$ cat config.mk
export PLATFORM = sky130hd
export DESIGN_NAME = dice_reader
export DESIGN_NICKNAME = d
export VERILOG_FILES = /design/src/rtl/dice_reader.sv
export SDC_FILE = /design/constraint.sdc
export NUM_CORES = 1
export LEC_CHECK = 0
export ABC_CLOCK_PERIOD_IN_PS = 3000
export BUFFER_PORTS_ARGS = -buffer_cell sky130_fd_sc_hd__buf_2
export CAP_MARGIN = 10
export CORE_MARGIN = 2
export CORE_UTILIZATION = 55
export CTS_BUF_LIST = sky130_fd_sc_hd__clkbuf_16
export DETAILED_ROUTE_END_ITERATION = 10
export PLACE_DENSITY = 0.85
export SLEW_MARGIN = 25
export SYNTH_ARGS = -nofsm -noshare
export SYNTH_HDL_FRONTEND = slang
export SYNTH_SLANG_ARGS = --single-unit
$ cat constraint.sdc
create_clock -name clk -period 3 [get_ports clk]
set_input_delay 0.6 -clock clk [delete_from_list [all_inputs] [get_ports clk]]
set_output_delay 0.6 -clock clk [all_outputs]
set_load 0.02 [all_outputs]
$ cat src/rtl/dice_reader.sv
// dice_reader: captures the settled dice face after each button release,
// validates it, and drives the LED pip pattern, a saturating score,
// a saturating roll count and double-roll detection.
module dice_reader #(
    parameter int SETTLE_CYCLES = 2,
    parameter int SCORE_W       = 8
) (
    input  logic               clk,
    input  logic               rst,
    input  logic               button,
    input  logic [2:0]         throw,
    output logic               valid,
    output logic               err,
    output logic [2:0]         face,
    output logic [6:0]         pips,
    output logic               double,
    output logic [SCORE_W-1:0] score,
    output logic [7:0]         roll_count
);

    typedef enum logic [1:0] {
        IDLE    = 2'd0,
        ROLLING = 2'd1,
        SETTLE  = 2'd2,
        CAPTURE = 2'd3
    } state_t;

    localparam logic [3:0] LAST_CNT = 4'(SETTLE_CYCLES - 1);

    state_t     state;
    state_t     next_state;
    logic [3:0] cnt;
    logic [3:0] next_cnt;
    logic       have_prev;
    logic       legal;

    // Score accumulate that sticks at the all-ones maximum instead of wrapping.
    function automatic logic [SCORE_W-1:0] sat_score(input logic [SCORE_W-1:0] acc,
                                                     input logic [2:0]         add);
        logic [SCORE_W+3:0] sum;
        sum = {4'b0000, acc} + {{(SCORE_W + 1){1'b0}}, add};
        if (sum > {4'b0000, {SCORE_W{1'b1}}})
            return {SCORE_W{1'b1}};
        return sum[SCORE_W-1:0];
    endfunction

    // Roll counter increment that sticks at 255.
    function automatic logic [7:0] sat_count(input logic [7:0] c);
        return (c == 8'hFF) ? c : c + 8'd1;
    endfunction

    // Face to LED pattern: bit0 TL, bit1 TR, bit2 ML, bit3 C, bit4 MR, bit5 BL, bit6 BR.
    function automatic logic [6:0] pip_map(input logic [2:0] f);
        case (f)
            3'd1:    return 7'h08;
            3'd2:    return 7'h41;
            3'd3:    return 7'h49;
            3'd4:    return 7'h63;
            3'd5:    return 7'h6B;
            3'd6:    return 7'h77;
            default: return 7'h00;
        endcase
    endfunction

    assign legal = (throw != 3'd0) && (throw != 3'd7);

    // State and settle counter registers.
    always_ff @(posedge clk) begin
        if (!rst) begin
            state <= IDLE;
            cnt   <= 4'd0;
        end else begin
            state <= next_state;
            cnt   <= next_cnt;
        end
    end

    // Next-state logic: wait for press, wait for release, settle, then capture.
    always_comb begin
        next_state = state;
        next_cnt   = cnt;
        case (state)
            IDLE: begin
                if (button)
                    next_state = ROLLING;
            end
            ROLLING: begin
                if (!button) begin
                    next_state = SETTLE;
                    next_cnt   = 4'd0;
                end
            end
            SETTLE: begin
                if (button) begin
                    // Re-press aborts the roll before anything is sampled.
                    next_state = ROLLING;
                    next_cnt   = 4'd0;
                end else if (cnt == LAST_CNT) begin
                    next_state = CAPTURE;
                end else begin
                    next_cnt = cnt + 4'd1;
                end
            end
            CAPTURE: begin
                next_state = button ? ROLLING : IDLE;
            end
            default: begin
                next_state = IDLE;
                next_cnt   = 4'd0;
            end
        endcase
    end

    // Capture registers: pulses default low, face/score/count update only on a legal sample.
    always_ff @(posedge clk) begin
        if (!rst) begin
            valid      <= 1'b0;
            err        <= 1'b0;
            double     <= 1'b0;
            face       <= 3'd0;
            pips       <= 7'd0;
            score      <= '0;
            roll_count <= 8'd0;
            have_prev  <= 1'b0;
        end else begin
            valid  <= 1'b0;
            err    <= 1'b0;
            double <= 1'b0;
            if (state == CAPTURE) begin
                if (legal) begin
                    face       <= throw;
                    pips       <= pip_map(throw);
                    valid      <= 1'b1;
                    score      <= sat_score(score, throw);
                    roll_count <= sat_count(roll_count);
                    double     <= have_prev && (throw == face);
                    have_prev  <= 1'b1;
                end else begin
                    err <= 1'b1;
                end
            end
        end
    end

endmodule
==> results.cfg, run 1 <==
[synthesis]
synth_ff_type = dfxtp_1
synth_seq_cells = 33
synth.top_cell.area_share_pct = 41.64
syn_nets = 192
async_flop_share_pct = 0
ys_top_cells_by_area = dfxtp_1, ha_1, nand2_1, a21oi_1, nor2_1
synth_cell_types = 43
ys_seq_area_share_pct = 41.64
syn_inst = 179
synth.avg_cell_area_um2 = 8.863
ys_warn_count = 0
synth_edf_count = 0
synth_top_area_cell = dfxtp_1
synth_area_um2 = 1587

[die]
core_um2 = 2758
start_util_pct = 57.53
dieArea_um2 = 3330
rows = 19
die_x_um = 57.71
die_h_um = 57.71
io_pins = 35

[route]
routedWlPerCell_um = 15.30
viasPerCell = 6.251
route.detailed.drc = 0
dr_total_vias = 1519
firstDrtPassIters = 4
drtIter0Drc = 91
drt_wl_total_um = 3719
ant_nets = 0

[global_route]
grt_use_met2_pct = 41.56
use_met1_pct = 27.97
grt_start_max_net_pins = 23
grt_pass1_vias = 1417
grt_overflow = 0
track_usage_pct = 24.30
antenna_found_initial = 0
globalRouteMet3Util_pct = 7.143
grt_pass1_wl_um = 6230
busiest_layer = met2

[place]
placed_cell_area_um2 = 1748
dp.cells = 235
hpwlAfterDp_um = 2526
portBuffers = 34
finalWeightedCongestion = 0.8392

[sta]
fin_crit_sh_pct = 66.26
finalSetupViolCount = 0
skew_ns = 0.003759
hold_violations = 0
fin_crit_ns = 1.988
rsz0062_at_grt = no
timing.fmax_mhz = 503.1
tightest_slew_ns = 0.6299
drv_slew = 0
slew_headroom_pct = 57.96
tns_ns = 0

[clock_network]
numCtsBuffers = 5
cts_tree = yes
post-cts-setup-buffers = 0
cts_buffer_depth = 2
clock_sinks = 33
path_clk_slew_ns = 0.05
cts_hold_buf = 0
cts_max_level = 2
clk_latency_ns = 0.28
cts_resized = 0
cts_root_buf = clkbuf_16

[worst_setup_path]
cp-end-kind = flip-flop
ff2ff_setup_slack_ns = 1.10
crit_path_start_kind = primary input
r2r-end = roll_count[3]$_SDFFE_PN0P_
r2r_start = state[1]$_SDFFE_PN0P_
path_class = in2reg
crit_path_max_fanout = 7
critPathArrivalTime_ns = 2.15
crit_required_ns = 3.16
ff2ff_path_depth = 4

[job]
drv_cap = 0

[pwr]
powerDensity_nw_per_um2 = 587.9
irDropWorstVdd_uv = 544.3
power.leakage_nw = 0.8055

[cells_and_area]
final_cell_area_um2 = 1938
antenna_cells = 0
final-seq-area_um2 = 660.6
nFillCells = 209
drive_gt1_share_pct = 24.06
layoutNonFillerInstCount = 243
final_nets = 224
syn_to_final_growth_pct = 22.16
multiInputGateArea_um2 = 855.8

[worst_hold_path]
worst_hold_path_type = reg2reg
holdPathStages = 2
min_from = pips[3]$_SDFFE_PN0P_
min_to = pips[3]$_SDFFE_PN0P_

[outcome]
status = finished, final reports clean
==> cell type report <==
type	count	area share, %
Sequential cell	33	34.09
Timing Repair Buffer	35	9.167
Clock buffer	5	6.456
Clock inverter	3	3.357
Tap cell	31	2.001
Multi-Input combinational cell	132	44.16
Inverter	4	0.7747
==> worst max path at each step <==
stage | start | endpoint | slack [ns] | cells past startpoint
2_1_floorplan | throw[0] | score[0]$_SDFFE_PN0P_ | 1.02 | 6
3_3_place_gp | throw[1] | roll_count[3]$_SDFFE_PN0P_ | 0.80 | 5
3_5_place_dp | throw[0] | score[2]$_SDFFE_PN0P_ | 0.76 | 7
4_1_cts | throw[0] | score[0]$_SDFFE_PN0P_ | 1.01 | 7
5_1_grt | throw[0] | score[1]$_SDFFE_PN0P_ | 0.91 | 7
6_report | throw[0] | score[0]$_SDFFE_PN0P_ | 1.01 | 7
==> synthesized netlist by cell type, drive strengths merged, types with 4 or more instances <==
| master | instances |
|---|---|
| a21oi | 14 |
| nor2 | 15 |
| a31oi | 4 |
| nand3 | 10 |
| inv | 4 |
| o21ai | 6 |
| a211oi | 4 |
| nand2 | 19 |
| nor3 | 4 |
| dfxtp | 33 |
| buf | 6 |
| ha | 6 |
| clkbuf | 4 |
| o221a | 4 |
==> cells by family (layout without fill, tap and decap cells) <==
kind of cell / Yosys count / count (layout) / synth area share [%]
AOI/OAI and AO/OA: 48 / 48 / 20.74
xor gates and xnor gates: 4 / 4 / 2.209
adders and majority gates: 7 / 7 / 5.994
buffers and inverters: 14 / 47 / 4.416
DFF: 33 / 33 / 41.64
muxes: 2 / 2 / 1.262
and+or+nand+nor: 71 / 71 / 23.74
==> layer usage <==
layer | share of wire [%] | vias to the layer above
met1 | 41 | 710
met4 | 2.1 | 0
met3 | 6.0 | 11
li1 | - | 738
met2 | 51 | 60
met5 | 0 | -
==> registers in the layout, summed over array words and instances (netlist names), 2 cells and up <==
register	count
pips	4
cnt	4
roll_count	8
state	2
face	3
score	8
==> worst max-delay path, stage by stage <==
cell	delay (ns)
buf_2	0.14
ha_1	0.24
fa_1	0.43
a21o_1	0.24
nand3_1	0.10
nand2_1	0.11
o221a_2	0.28
==> through the flow <==
stage / worst slack (ns) / total power, mW / util [%] / hold slack, ns
CTS: 1.012 / 1.145 / 70.28 / 0.4606
floorplan: 1.024 / 0.4818 / - / 0.4300
global route: 0.9114 / 1.166 / 70.28 / 0.4944
finish: 1.012 / 1.139 / 70.28 / 0.4601
detailed placement: 0.7599 / 0.4970 / 63.38 / 0.4532
global placement: 0.8049 / 0.4951 / 63.38 / 0.4416
==> layout by cell type, fill, tap and decap left out, types with 3 or more instances in the layout <==
cell / synthesis / layout
a211oi_1: 4 / 4
a21o_1: 3 / 3
a21oi_1: 14 / 14
a31oi_1: 4 / 4
buf_2: 2 / 34
clkbuf_16: 0 / 5
dfxtp_1: 33 / 33
ha_1: 6 / 6
inv_1: 4 / 4
nand2_1: 19 / 19
nand3_1: 10 / 10
nand4_1: 3 / 3
nor2_1: 15 / 15
nor3_1: 4 / 4
o21ai_0: 6 / 6
o221a_2: 4 / 4
o31ai_1: 3 / 3
or4_1: 3 / 3
xnor2_1: 3 / 3
==> where the power goes <==
| group | internal [mW] | switching [mW] |
|---|---|---|
| registers | 0.442 | 0.00415 |
| clock network | 0.474 | 0.177 |
| logic | 0.0144 | 0.0284 |
(Power assumes the default switching activity.)
==> run 2: changes to the inputs <==
--- a/config.mk
+++ b/config.mk
@@ -5,14 +5,14 @@
 export SDC_FILE = /design/constraint.sdc
 export NUM_CORES = 1
 export LEC_CHECK = 0
-export ABC_CLOCK_PERIOD_IN_PS = 3000
+export ABC_CLOCK_PERIOD_IN_PS = 1750
 export BUFFER_PORTS_ARGS = -buffer_cell sky130_fd_sc_hd__buf_2
 export CAP_MARGIN = 10
 export CORE_MARGIN = 2
-export CORE_UTILIZATION = 55
+export CORE_UTILIZATION = 48
 export CTS_BUF_LIST = sky130_fd_sc_hd__clkbuf_16
 export DETAILED_ROUTE_END_ITERATION = 10
-export PLACE_DENSITY = 0.85
+export PLACE_DENSITY = 0.79
 export SLEW_MARGIN = 25
 export SYNTH_ARGS = -nofsm -noshare
 export SYNTH_HDL_FRONTEND = slang
==> constraint.sdc (replaced) <==
create_clock -name clk -period 1.75 [get_ports clk]
set_input_delay 0.35 -clock clk [delete_from_list [all_inputs] [get_ports clk]]
set_output_delay 0.35 -clock clk [all_outputs]
set_load 0.02 [all_outputs]
==> results.cfg, run 2 (synthesis gave the netlist of run 1 again) <==
[die]
dieArea_um2 = 3781
start_util_pct = 51.13
io_pins = 35
core_um2 = 3103
die_h_um = 61.49
die_x_um = 61.49
rows = 20

[worst_setup_path]
crit_path_max_fanout = 4
cp-end-kind = flip-flop
cp-startpoint = score[0]$_SDFFE_PN0P_
path_class = reg2reg
crit_path_start_kind = flip-flop
r2r_start = score[0]$_SDFFE_PN0P_
ff2ff_path_depth = 6
crit_required_ns = 1.92
critPathArrivalTime_ns = 1.85

[clock_network]
numCtsBuffers = 5
cts_root_buf = clkbuf_16
clk_latency_ns = 0.28
cts_hold_buf = 0
clock_sinks = 33
cts_tree = yes
path_clk_slew_ns = 0.05
cts_buffer_depth = 2
cts_max_level = 2

[place]
finalWeightedCongestion = 0.8348
hpwlAfterDp_um = 2634
dp.cells = 271
place_ws_ns = -0.09986
portBuffers = 34

[cells_and_area]
final-seq-area_um2 = 660.6
nFillCells = 259
final_nets = 247
syn_to_final_growth_pct = 35.02
antenna_cells = 0
layout_commonest_cell = buf_2
reg_top3 = roll_count x8, score x8
drive_gt1_share_pct = 33.19
multiInputGateArea_um2 = 870.8
layoutNonFillerInstCount = 279
final_cell_mix = buf_2, dfxtp_1, buf_4, nand2_1, nor2_1

[sta]
drv_slew = 0
fin_ws_ns = 0.07012
tightest_slew_ns = 0.3978
timing.fmax_mhz = 595.3
fin_crit_ns = 1.680
hold_ws_ns = 0.3226
skew_ns = 0.004523
slew_headroom_pct = 73.48
hold_violations = 0
tns_ns = 0
fin_crit_sh_pct = 95.99
finalSetupViolCount = 0
rsz0062_at_grt = yes

[worst_hold_path]
holdPathStages = 2
min_from = button
worst_hold_path_type = in2reg

[global_route]
grt_overflow = 0
grt_start_max_net_pins = 21
track_usage_pct = 20.86
grt_pass1_wl_um = 5747
antenna_found_initial = 0
grt_pass1_vias = 1357

[outcome]
status = finished, final reports clean

[route]
routedWlPerCell_um = 13.08
wl_met2_um = 1760
firstDrtPassIters = 4
routed.top_layer = met4
dr_total_vias = 1552
route.detailed.drc = 0
viasPerCell = 5.563
ant_nets = 0
wl_met3_um = 203
drtIter0Drc = 70
drt_wl_total_um = 3649
wl_met1_um = 1630

[pwr]
power.leakage_nw = 0.9184
comb_power_share_pct = 5.1
p_int_mw = 1.613
power_frac_seq_pct = 38.4
total_power_mw = 1.981
sw_frac_of_total_pct = 18.55
irDropWorstVdd_uv = 698.8
powerDensity_nw_per_um2 = 924.7
power_switching_mw = 0.3675
power_frac_clock_pct = 56.5

[job]
drv_cap = 0
==> run 2: worst max-delay path, cell delays in order, from the launching register on <==
cell and delay [ns]:
dfxtp_1 0.32, ha_1 0.22, fa_2 0.37, a21o_1 0.20, nand3_1 0.12, nand2_2 0.09
o221a_2 0.25
==> run 2: worst paths after layout <==
kind                                 to  slack, ns
setup reg to reg  score[2]$_SDFFE_PN0P_       0.07
hold / removal    state[1]$_SDFFE_PN0P_       0.32
setup / recovery  score[2]$_SDFFE_PN0P_       0.07
hold reg to reg    pips[3]$_SDFFE_PN0P_       0.45
==> run 2: power by group through the flow <==
| stage | clock network (mW) | logic [mW] | registers (mW) |
|---|---|---|---|
| final | 1.12 | 0.101 | 0.761 |
| after global routing | 1.17 | 0.111 | 0.761 |
| after CTS | 1.14 | 0.0997 | 0.761 |
| after detailed placement | 0 | 0.0989 | 0.777 |
| after global placement | 0 | 0.0967 | 0.777 |
| after floorplan | 0 | 0.0449 | 0.781 |
==> run 2: repair_timing <==
| item | in CTS | in global routing |
|---|---|---|
| setup buffers | 0 | 0 |
| setup endpoints to repair | 0 | 5 |
| gates resized for setup | 0 | 3 |
==> run 2: area by class of cell <==
| type | instances | share of cell area (%) |
|---|---|---|
| clock buffers | 5 | 5.841 |
| clock inverters | 3 | 3.037 |
| inverters | 4 | 0.7009 |
| multi-input cells | 132 | 40.65 |
| flip-flops and latches | 33 | 30.84 |
| well taps | 44 | 2.570 |
| repair buffers | 58 | 16.36 |
==> run 2: routing by layer <==
| metal | vias to the layer above | global-route usage [%] |
|---|---|---|
| li1 | 783 | - |
| met1 | 719 | 25.55 |
| met2 | 45 | 33.23 |
| met3 | 5 | 5.462 |
| met4 | 0 | 11.55 |
| met5 | - | 0 |
==> run 2: per-stage QoR <==
stage          instance area [um^2]  util, %
2_1_floorplan                  1589        -
3_3_place_gp                   1939    62.50
3_5_place_dp                   1939    62.50
4_1_cts                        2130    68.63
5_1_grt                        2142    69.03
6_report                       2142    69.03
==> run 3: changes to the inputs <==
--- a/config.mk
+++ b/config.mk
@@ -5,14 +5,14 @@
 export SDC_FILE = /design/constraint.sdc
 export NUM_CORES = 1
 export LEC_CHECK = 0
-export ABC_CLOCK_PERIOD_IN_PS = 1750
+export ABC_CLOCK_PERIOD_IN_PS = 1900
 export BUFFER_PORTS_ARGS = -buffer_cell sky130_fd_sc_hd__buf_2
 export CAP_MARGIN = 10
 export CORE_MARGIN = 2
-export CORE_UTILIZATION = 48
+export CORE_UTILIZATION = 53
 export CTS_BUF_LIST = sky130_fd_sc_hd__clkbuf_16
 export DETAILED_ROUTE_END_ITERATION = 10
-export PLACE_DENSITY = 0.79
+export PLACE_DENSITY = 0.82
 export SLEW_MARGIN = 25
 export SYNTH_ARGS = -nofsm -noshare
 export SYNTH_HDL_FRONTEND = slang
==> constraint.sdc (replaced) <==
create_clock -name clk -period 1.9 [get_ports clk]
set_input_delay 0.38 -clock clk [delete_from_list [all_inputs] [get_ports clk]]
set_output_delay 0.38 -clock clk [all_outputs]
set_load 0.02 [all_outputs]
==> results.cfg, run 3 (synthesis gave the netlist of run 1 again) <==
[die]
die_h_um = 58.71
rows = 19
dieArea_um2 = 3447
start_util_pct = 56.56
core_um2 = 2805
die_x_um = 58.71
io_pins = 35

[sta]
drv_slew = 0
tns_ns = 0
fin_ws_ns = 0.1059
finalSetupViolCount = 0
skew_ns = 0.002531
slew_headroom_pct = 61.17
tightest_slew_ns = 0.5802
rsz0062_at_grt = no
fin_crit_sh_pct = 94.43
hold_ws_ns = 0.3440
hold_violations = 0
timing.fmax_mhz = 557.4
fin_crit_ns = 1.794

[cells_and_area]
drive_gt1_share_pct = 29.26
final_cell_mix = buf_2, dfxtp_1, nand2_1, buf_4, nor2_1
final_nets = 241
layout_commonest_cell = buf_2
multiInputGateArea_um2 = 860.8
antenna_cells = 0
final-seq-area_um2 = 660.6
final_cell_area_um2 = 2018
reg_top3 = roll_count x8, score x8
nFillCells = 202
syn_to_final_growth_pct = 27.21

[clock_network]
cts_buffer_depth = 2
cts_max_level = 2
post-cts-setup-buffers = 0
path_clk_slew_ns = 0.05
cts_hold_buf = 0
cts_root_buf = clkbuf_16
numCtsBuffers = 5
clk_latency_ns = 0.27
cts_tree = yes
clock_sinks = 33

[global_route]
grt_start_max_net_pins = 20
antenna_found_initial = 0
track_usage_pct = 24.54
grt_overflow = 0
grt_pass1_vias = 1541
grt_pass1_wl_um = 6479

[route]
routedWlPerCell_um = 14.73
viasPerCell = 6.062
firstDrtPassIters = 7
ant_nets = 0
drtIter0Drc = 82
drt_wl_total_um = 3829
route.detailed.drc = 5
dr_total_vias = 1576

[pwr]
irDropWorstVdd_uv = 602.6
power.leakage_nw = 0.8641
total_power_mw = 1.532
powerDensity_nw_per_um2 = 759.0

[worst_setup_path]
critPathArrivalTime_ns = 1.95
path_class = reg2reg
crit_path_max_fanout = 4
crit_required_ns = 2.06
crit_path_start_kind = flip-flop
cp-end-kind = flip-flop

[outcome]
violations = design-rule violations
status = complete, but fails checks

[place]
portBuffers = 34
place_ws_ns = -0.09589
hpwlAfterDp_um = 2752
placed_cell_area_um2 = 1876
finalWeightedCongestion = 0.8662

[job]
drv_cap = 0

[worst_hold_path]
worst_hold_path_type = in2reg
## run 3: cell type report
| class | instances | area share (%) |
|---|---|---|
| Clock inverter | 3 | 0.6200 |
| Inverter | 4 | 0.7440 |
| Multi-Input combinational cell | 132 | 42.65 |
| Sequential cell | 33 | 32.73 |
| Timing Repair Buffer | 52 | 15.13 |
| Clock buffer | 5 | 6.200 |
| Tap cell | 31 | 1.922 |
## run 3: stage by stage
step	cells	utilization, %
final	260	71.94
after global routing	260	71.94
after CTS	260	71.77
after detailed placement	252	66.86
after global placement	252	66.86
after floorplan	179	-
## run 3: path summary, 6_finish.rpt
kind | start | end | slack [ns] | depth (start not counted)
max reg2reg | score[0]$_SDFFE_PN0P_ | score[0]$_SDFFE_PN0P_ | 0.11 | 6
max | score[0]$_SDFFE_PN0P_ | score[0]$_SDFFE_PN0P_ | 0.11 | 6
min | button | state[1]$_SDFFE_PN0P_ | 0.34 | 2
min reg2reg | have_prev$_SDFFE_PN0P_ | double$_SDFF_PN0_ | 0.46 | 2
## run 3: per-layer routing
layer	GRT usage (%)	share of wire, %	vias up
met5	0	0	-
met4	11.69	1.6	0
met3	7.033	5.0	7
met2	41.89	51	44
met1	28.22	42	757
li1	-	-	768
## run 3: power breakdown
group	switching [mW]	internal [mW]	leakage [nW]	total (mW)
sequential	0.00590	0.698	0.266	0.704
clock	0.271	0.473	0.0687	0.743
combinational	0.0487	0.0359	0.529	0.0846
## run 3: what timing repair did
action,in CTS,in global routing
endpoints found under the setup margin,0,3
hold endpoints to repair,0,0
resized for setup,0,1
## run 3: worst max-delay path, stage by stage (launching register included)
cell	delay, ns
dfxtp_1	0.32
ha_1	0.22
fa_1	0.41
a21o_1	0.22
nand3_1	0.10
nand2_1	0.12
o221a_2	0.29
